$ cat src/rtl/arith_pkg.sv
// arith_pkg: shared state encoding, default width and clog2 helper for the sqrt arbiter.
package arith_pkg;

    typedef enum logic [2:0] {
        IDLE      = 3'd0,
        ISSUE     = 3'd1,
        WAIT_BUSY = 3'd2,
        WAIT_DONE = 3'd3,
        RESP      = 3'd4
    } state_t;

    localparam int DEF_WIDTH = 8;

    function automatic int clog2(input int v);
        int r;
        r = 0;
        while ((1 << r) < v) r++;
        return r;
    endfunction

endpackage

$ cat src/rtl/sqrt_arbiter_if.sv
// sqrt_arbiter_if: requester-side and sqrt-side signals of the shared sqrt arbiter.
interface sqrt_arbiter_if
    import arith_pkg::*;
#(
    parameter int NREQ  = 4,
    parameter int WIDTH = DEF_WIDTH
);
    logic [NREQ-1:0]       req_bi;
    logic [NREQ*WIDTH-1:0] x_bi;
    logic [NREQ-1:0]       gnt_bo;
    logic [NREQ-1:0]       done_bo;
    logic [WIDTH-1:0]      y_bo;
    logic                  err_o;
    logic                  busy_o;
    logic                  sq_start_o;
    logic [WIDTH-1:0]      sq_x_bo;
    logic                  sq_busy_i;
    logic [WIDTH-1:0]      sq_y_bi;

    modport slave (
        input  req_bi, x_bi, sq_busy_i, sq_y_bi,
        output gnt_bo, done_bo, y_bo, err_o, busy_o, sq_start_o, sq_x_bo
    );

    modport master (
        output req_bi, x_bi, sq_busy_i, sq_y_bi,
        input  gnt_bo, done_bo, y_bo, err_o, busy_o, sq_start_o, sq_x_bo
    );
endinterface

$ cat src/rtl/sqrt_arbiter_rr_pick.sv
// rr_pick: combinational round-robin picker; searches upward from ptr_i+1, wrapping.
module rr_pick #(
    parameter int NREQ = 4,
    parameter int IW   = 2
) (
    input  logic [NREQ-1:0] req_i,
    input  logic [IW-1:0]   ptr_i,
    output logic [NREQ-1:0] gnt_o,
    output logic [IW-1:0]   idx_o
);
    always_comb begin
        gnt_o = '0;
        idx_o = '0;
        for (int i = 1; i <= NREQ; i++) begin
            if (gnt_o == '0 && req_i[(int'(ptr_i) + i) % NREQ]) begin
                gnt_o[(int'(ptr_i) + i) % NREQ] = 1'b1;
                idx_o = IW'((int'(ptr_i) + i) % NREQ);
            end
        end
    end
endmodule

$ cat src/rtl/sqrt_arbiter.sv
// sqrt_arbiter: round-robin sequencer sharing one sqrt unit among NREQ requesters,
// with a saturating watchdog that turns a stalled sqrt into an error completion.
module sqrt_arbiter
    import arith_pkg::*;
#(
    parameter int NREQ    = 4,
    parameter int WIDTH   = DEF_WIDTH,
    parameter int TIMEOUT = 64
) (
    input logic           clk_i,
    input logic           rst_i,
    sqrt_arbiter_if.slave bus
);
    localparam int IW = clog2(NREQ);
    localparam int WW = clog2(TIMEOUT + 1);

    state_t           state_q, state_d;
    logic [IW-1:0]    idx_q, idx_d, pick_idx;
    logic [NREQ-1:0]  pick_gnt;
    logic [WIDTH-1:0] x_q, x_d, y_q, y_d;
    logic             err_q, err_d;
    logic [WW-1:0]    wd_q, wd_d;
    logic             wd_exp;

    // The last granted index doubles as the round-robin pointer.
    rr_pick #(.NREQ(NREQ), .IW(IW)) u_pick (
        .req_i (bus.req_bi),
        .ptr_i (idx_q),
        .gnt_o (pick_gnt),
        .idx_o (pick_idx)
    );

    assign wd_exp = wd_q == WW'(TIMEOUT - 1);

    always_comb begin
        state_d = state_q;
        idx_d   = idx_q;
        x_d     = x_q;
        y_d     = y_q;
        err_d   = err_q;
        wd_d    = (wd_q == WW'(TIMEOUT)) ? wd_q : wd_q + 1'b1;
        unique case (state_q)
            IDLE: if (|bus.req_bi) begin
                state_d = ISSUE;
                idx_d   = pick_idx;
                x_d     = bus.x_bi[int'(pick_idx)*WIDTH +: WIDTH];
            end
            ISSUE: begin
                wd_d    = '0;
                state_d = WAIT_BUSY;
            end
            WAIT_BUSY: if (bus.sq_busy_i) begin
                wd_d    = '0;
                state_d = WAIT_DONE;
            end else if (wd_exp) begin
                state_d = RESP;
                err_d   = 1'b1;
                y_d     = '0;
            end
            WAIT_DONE: if (!bus.sq_busy_i) begin
                state_d = RESP;
                err_d   = 1'b0;
                y_d     = bus.sq_y_bi;
            end else if (wd_exp) begin
                state_d = RESP;
                err_d   = 1'b1;
                y_d     = '0;
            end
            default: state_d = IDLE;
        endcase
    end

    always_ff @(posedge clk_i or posedge rst_i) begin
        if (rst_i) begin
            state_q <= IDLE;
            idx_q   <= IW'(NREQ - 1);
            x_q     <= '0;
            y_q     <= '0;
            err_q   <= 1'b0;
            wd_q    <= '0;
        end else begin
            state_q <= state_d;
            idx_q   <= idx_d;
            x_q     <= x_d;
            y_q     <= y_d;
            err_q   <= err_d;
            wd_q    <= wd_d;
        end
    end

    // Grant is gated by reset so held requests cannot leak a grant while reset is asserted.
    assign bus.gnt_bo     = (state_q == IDLE && !rst_i) ? pick_gnt : '0;
    assign bus.done_bo    = (state_q == RESP) ? NREQ'(1) << idx_q : '0;
    assign bus.err_o      = (state_q == RESP) && err_q;
    assign bus.busy_o     = state_q != IDLE;
    assign bus.sq_start_o = state_q == ISSUE;
    assign bus.sq_x_bo    = x_q;
    assign bus.y_bo       = y_q;
endmodule

$ cat src/flat_wrapper.sv
// flat-port wrapper written by rule: the top's interface ports become plain ports
module sqrt_arbiter_flat import arith_pkg::*;
#(
    parameter int NREQ    = 4,
    parameter int WIDTH   = DEF_WIDTH,
    parameter int TIMEOUT = 64
)
  (clk_i, rst_i, bus_req_bi, bus_x_bi, bus_sq_busy_i, bus_sq_y_bi, bus_gnt_bo, bus_done_bo, bus_y_bo, bus_err_o, bus_busy_o, bus_sq_start_o, bus_sq_x_bo);
  sqrt_arbiter_if #(.NREQ(NREQ), .WIDTH(WIDTH)) bus_i ();
  input logic clk_i;
  input logic rst_i;
  input wire logic [$bits(bus_i.req_bi)-1:0] bus_req_bi;
  input wire logic [$bits(bus_i.x_bi)-1:0] bus_x_bi;
  input wire logic [$bits(bus_i.sq_busy_i)-1:0] bus_sq_busy_i;
  input wire logic [$bits(bus_i.sq_y_bi)-1:0] bus_sq_y_bi;
  output wire logic [$bits(bus_i.gnt_bo)-1:0] bus_gnt_bo;
  output wire logic [$bits(bus_i.done_bo)-1:0] bus_done_bo;
  output wire logic [$bits(bus_i.y_bo)-1:0] bus_y_bo;
  output wire logic [$bits(bus_i.err_o)-1:0] bus_err_o;
  output wire logic [$bits(bus_i.busy_o)-1:0] bus_busy_o;
  output wire logic [$bits(bus_i.sq_start_o)-1:0] bus_sq_start_o;
  output wire logic [$bits(bus_i.sq_x_bo)-1:0] bus_sq_x_bo;
  assign bus_i.req_bi = bus_req_bi;
  assign bus_i.x_bi = bus_x_bi;
  assign bus_i.sq_busy_i = bus_sq_busy_i;
  assign bus_i.sq_y_bi = bus_sq_y_bi;
  assign bus_gnt_bo = bus_i.gnt_bo;
  assign bus_done_bo = bus_i.done_bo;
  assign bus_y_bo = bus_i.y_bo;
  assign bus_err_o = bus_i.err_o;
  assign bus_busy_o = bus_i.busy_o;
  assign bus_sq_start_o = bus_i.sq_start_o;
  assign bus_sq_x_bo = bus_i.sq_x_bo;
  sqrt_arbiter #(.NREQ(NREQ), .WIDTH(WIDTH), .TIMEOUT(TIMEOUT)) u_core (.clk_i(clk_i), .rst_i(rst_i), .bus(bus_i));
endmodule
$ cat config.mk
export PLATFORM = sky130hd
export DESIGN_NAME = sqrt_arbiter_flat
export DESIGN_NICKNAME = d
export VERILOG_FILES = /design/src/rtl/arith_pkg.sv /design/src/rtl/sqrt_arbiter_if.sv /design/src/rtl/sqrt_arbiter_rr_pick.sv /design/src/rtl/sqrt_arbiter.sv /design/src/flat_wrapper.sv
export SDC_FILE = /design/constraint.sdc
export NUM_CORES = 1
export LEC_CHECK = 0
export ABC_CLOCK_PERIOD_IN_PS = 9800
export CAP_MARGIN = 20
export CORE_UTILIZATION = 40
export CTS_CLUSTER_SIZE = 20
export DETAILED_ROUTE_END_ITERATION = 6
export PLACE_DENSITY = 0.71
export SLEW_MARGIN = 20
export SYNTH_ARGS = -nofsm -noshare
export SYNTH_HDL_FRONTEND = slang
export SYNTH_HIERARCHICAL = 1
export SYNTH_SLANG_ARGS = --single-unit
$ cat constraint.sdc
create_clock -name clk_i -period 9.8 [get_ports clk_i]
set_clock_uncertainty 0.15 [all_clocks]
set_input_delay 1.96 -clock clk_i [delete_from_list [all_inputs] [get_ports clk_i]]
set_output_delay 1.96 -clock clk_i [all_outputs]
set_load 0.1 [all_outputs]
==> summary.md <==
| Metric | Value |
|---|---|
| Clock-pin slew on the worst setup and hold paths | 60 ps |
| Reg2reg end | u_core/bus.sq_x_bo[0]$_DFFE_PP0P_ |
| Global-route wire length before repair | 8980 um |
| Flop2flop setup slack | 5510 ps |
| R2R Path Start | u_core/idx_q[0]$_DFFE_PP1P_ |
| Vias in the first global route | 1,937 |
| Critical path class | in2out |
| Final min period | 7510 ps |
| Post-synth EDFFs | 0 |
| Multi-input gate area | 1410 um2 |
| Worst Max-Slew Pin Slew | 1020 ps |
| Die H | 77.2 um |
| Final-report max-slew violation count | 0 |
| TNS Setup | 0 ps |
| Hold wc startpoint | u_core/err_q$_DFFE_PP0P_ |
| Die Width | 77.2 um |
| Ratio of cells with drive above 1 in the final layout | 14.9% |
| GRT Overall Usage | 18.6% |
| I/O pin count | 74 |
| Synth cell types | 51 |
| GRT overflow | 0 |
| Syn_nets | 266 |
| Worst slew margin | 31.5% |
| Top cell by count, worst path | clkdlybuf4s50_1 |
| Max-cap violations | 0 |
| Endpoints failing hold | 0 |
| Vias per inst | 5.41 |
| Max Root-Sink Buffers | 2 |
| Post-layout net count | 337 |
| CTS tree | built |
| # DRC | 0 |
| Main flop type after synthesis | dfrtp_1 |
| RSZ-0062 raised after global routing | no |
| Final setup vio count | 0 |
| Required @ worst endpoint | 7690 ps |
| Post-Syn Area | 2260 um2 |
| CP Max Fanout | 7 |
| Largest net degree at the start of global routing | 18 |
| Routed wire length | 5130 um |
| Register area | 728 um2 |
| Worst skew pair latency | 270 ps |
| Status | complete, no violations |
| Mapped Cells | 209 |
| PostCTS Resize Cnt | 0 |
| CP Depth | 9 |
| WP data arrival | 5400 ps |
| Post-DRT Antenna Nets | 0 |
| DRT iter0 DRCs | 130 |
| Synth Register Bits | 29 |
| WL per Instance | 14.5 um |
| Crit. End Element | primary output |
| Max incr delay on CP | 1120 ps |
| CTS sink count | 29 |
| Startpoint types | input pin |
| Met3 WL | 274 um |
| Clock buffer count from CTS | 5 |
| H-tree depth | 2 |
| Crit path buf inv count | 2 |
| Root Buffer | clkbuf_8 |
| Placer congestion estimate | 0.952 |
| DR vias | 1,909 |
| Initial antenna violation count | 0 |
| Maximum clock rate | 0.133 GHz |
| Starting Density | 41.4% |
| Routed met2 length | 2400 um |
| Crit-path cells | clkdlybuf4s50_1 > mux4_2 > o31a_2 > a2111oi_4 > o2111a_2 > nand2_1 > o211ai_1 > and2_1 > clkdlybuf4s50_1 |
| Final Cycle Share | 76.6% |
| Fillers | 509 |
| DP Wirelength | 3920 um |
| Top Metal Used | met4 |
| Post-CTS Setup Bufs | 0 |
| DRT met1 WL | 2410 um |
| I/O Buffers | 73 |
| Async set-reset flop share out of synthesis | 100% |
| Hold-critical path endpoint | u_core/err_q$_DFFE_PP0P_ |
| Register area share after synthesis | 32.2% |
| R2R depth | 11 |
| 1st-pass router iterations | 4 |
| Post-CTS Hold Fix Bufs | 0 |
| Area delta synth->final | 39.3% |
| # diodes | 0 |
| Hold Path Cell Cnt | 1 |
| Synth Warn # | 6 |
| Slowest cell on the critical path | clkdlybuf4s50_1 |
| Core footprint | 5470 um2 |
| Cell family with most CP delay | buffers and inverters |
| Die ar. | 5960 um2 |
| Row count | 27 |
| Min-Delay Path Class | reg2reg |
| Syn_area_per_cell | 10.8 um2 |
-- sequential cells by signal (all words and copies together), names as in the netlist --
name,cells
u_core/state_q,3
u_core/err_q,1
u_core/idx_q,2
u_core/wd_q,7
u_core/bus.y_bo,8
u_core/bus.sq_x_bo,8
-- placed cells by master (no fill, tap or decap), types with 8 or more instances in the layout --
master	synthesis	routed
inv_1	15	15
dfrtp_1	27	27
ha_1	10	10
mux2_4	10	10
nand2_1	15	15
clkdlybuf4s50_1	0	73
o41ai_1	8	8
mux4_2	10	10
mux2i_1	13	13
-- synthesized netlist by cell type (all sizes together), types with 2 or more instances --
library cell / n / share of area [%]
a211oi: 4 / 1.3
a21o: 3 / 0.99
a21oi: 4 / 1.1
a22oi: 3 / 0.99
and2: 6 / 1.7
buf: 7 / 2.3
clkbuf: 4 / 0.66
dfrtp: 27 / 30
dfstp: 2 / 2.3
ha: 10 / 5.5
inv: 15 / 2.5
mux2: 11 / 7.1
mux2i: 13 / 5.7
mux4: 10 / 10
nand2: 15 / 2.5
nand3: 3 / 0.66
nor2: 7 / 1.9
nor2b: 4 / 1.1
nor3: 7 / 1.5
nor3b: 4 / 1.3
nor4: 5 / 2.0
o211ai: 3 / 1.2
o21a: 2 / 0.66
o21ai: 7 / 1.5
o31a: 2 / 0.83
o41ai: 8 / 3.1
or2: 2 / 0.55
or2b: 2 / 0.66
or3: 4 / 1.1
xor2: 2 / 0.77
-- layer usage --
layer | GRT usage, % | vias up
li1 | - | 923
met1 | 24.9 | 910
met2 | 29.9 | 74
met3 | 5.00 | 2
met4 | 4.34 | 0
met5 | 0 | -
-- through the flow --
stage	worst slack, ps	utilization (%)	std cells	hold slack (ps)	area [um2]
floorplan	3520	-	209	306	2260
CTS	2300	57.6	353	343	3150
detailed placement	2310	55.8	345	327	3050
finish	2290	57.6	353	346	3150
global placement	2370	55.3	344	318	3020
global route	2190	57.6	353	380	3150
-- worst register-to-register path, delay by kind of cell (launching register included) --
family | cells | cell delay, ps
AOI/OAI and AO/OA | 4 | 950
adders and majority gates | 1 | 480
buffers and inverters | 2 | 410
DFF | 1 | 750
muxes | 4 | 1420
-- kinds of logic (layout without fill, tap and decap cells) --
logic type	count (synthesis)	count (layout)	share of synthesized area (%)
AND/OR/NAND/NOR	64	64	16.9
AO/OA/AOI/OAI	43	43	16.0
multiplexers	34	34	22.8
flip-flops	29	29	32.2
buffers and inverters	26	98	5.47
adder cells (fa/ha/maj)	10	10	5.53
XOR/XNOR	3	3	1.16
-- final cells by class --
| class | count | share of cell area, % |
|---|---|---|
| Clock buffer | 7 | 3.06 |
| Clock inverter | 1 | 0.159 |
| Inverter | 15 | 1.79 |
| Multi-Input combinational cell | 154 | 44.8 |
| Sequential cell | 29 | 23.1 |
| Tap cell | 72 | 2.86 |
| Timing Repair Buffer | 75 | 24.3 |
-- how the worst max path moves through the flow --
stage                  startpoint             to
floorplan           bus_req_bi[2]  bus_gnt_bo[2]
global placement    bus_req_bi[3]  bus_gnt_bo[2]
detailed placement  bus_req_bi[3]  bus_gnt_bo[2]
CTS                 bus_req_bi[3]  bus_gnt_bo[2]
global route        bus_req_bi[3]  bus_gnt_bo[2]
finish              bus_req_bi[1]  bus_gnt_bo[2]
Power is left out: the tool's default activity adds up to more than one toggle a clock period on the data nets, which glitch-free logic cannot reach.
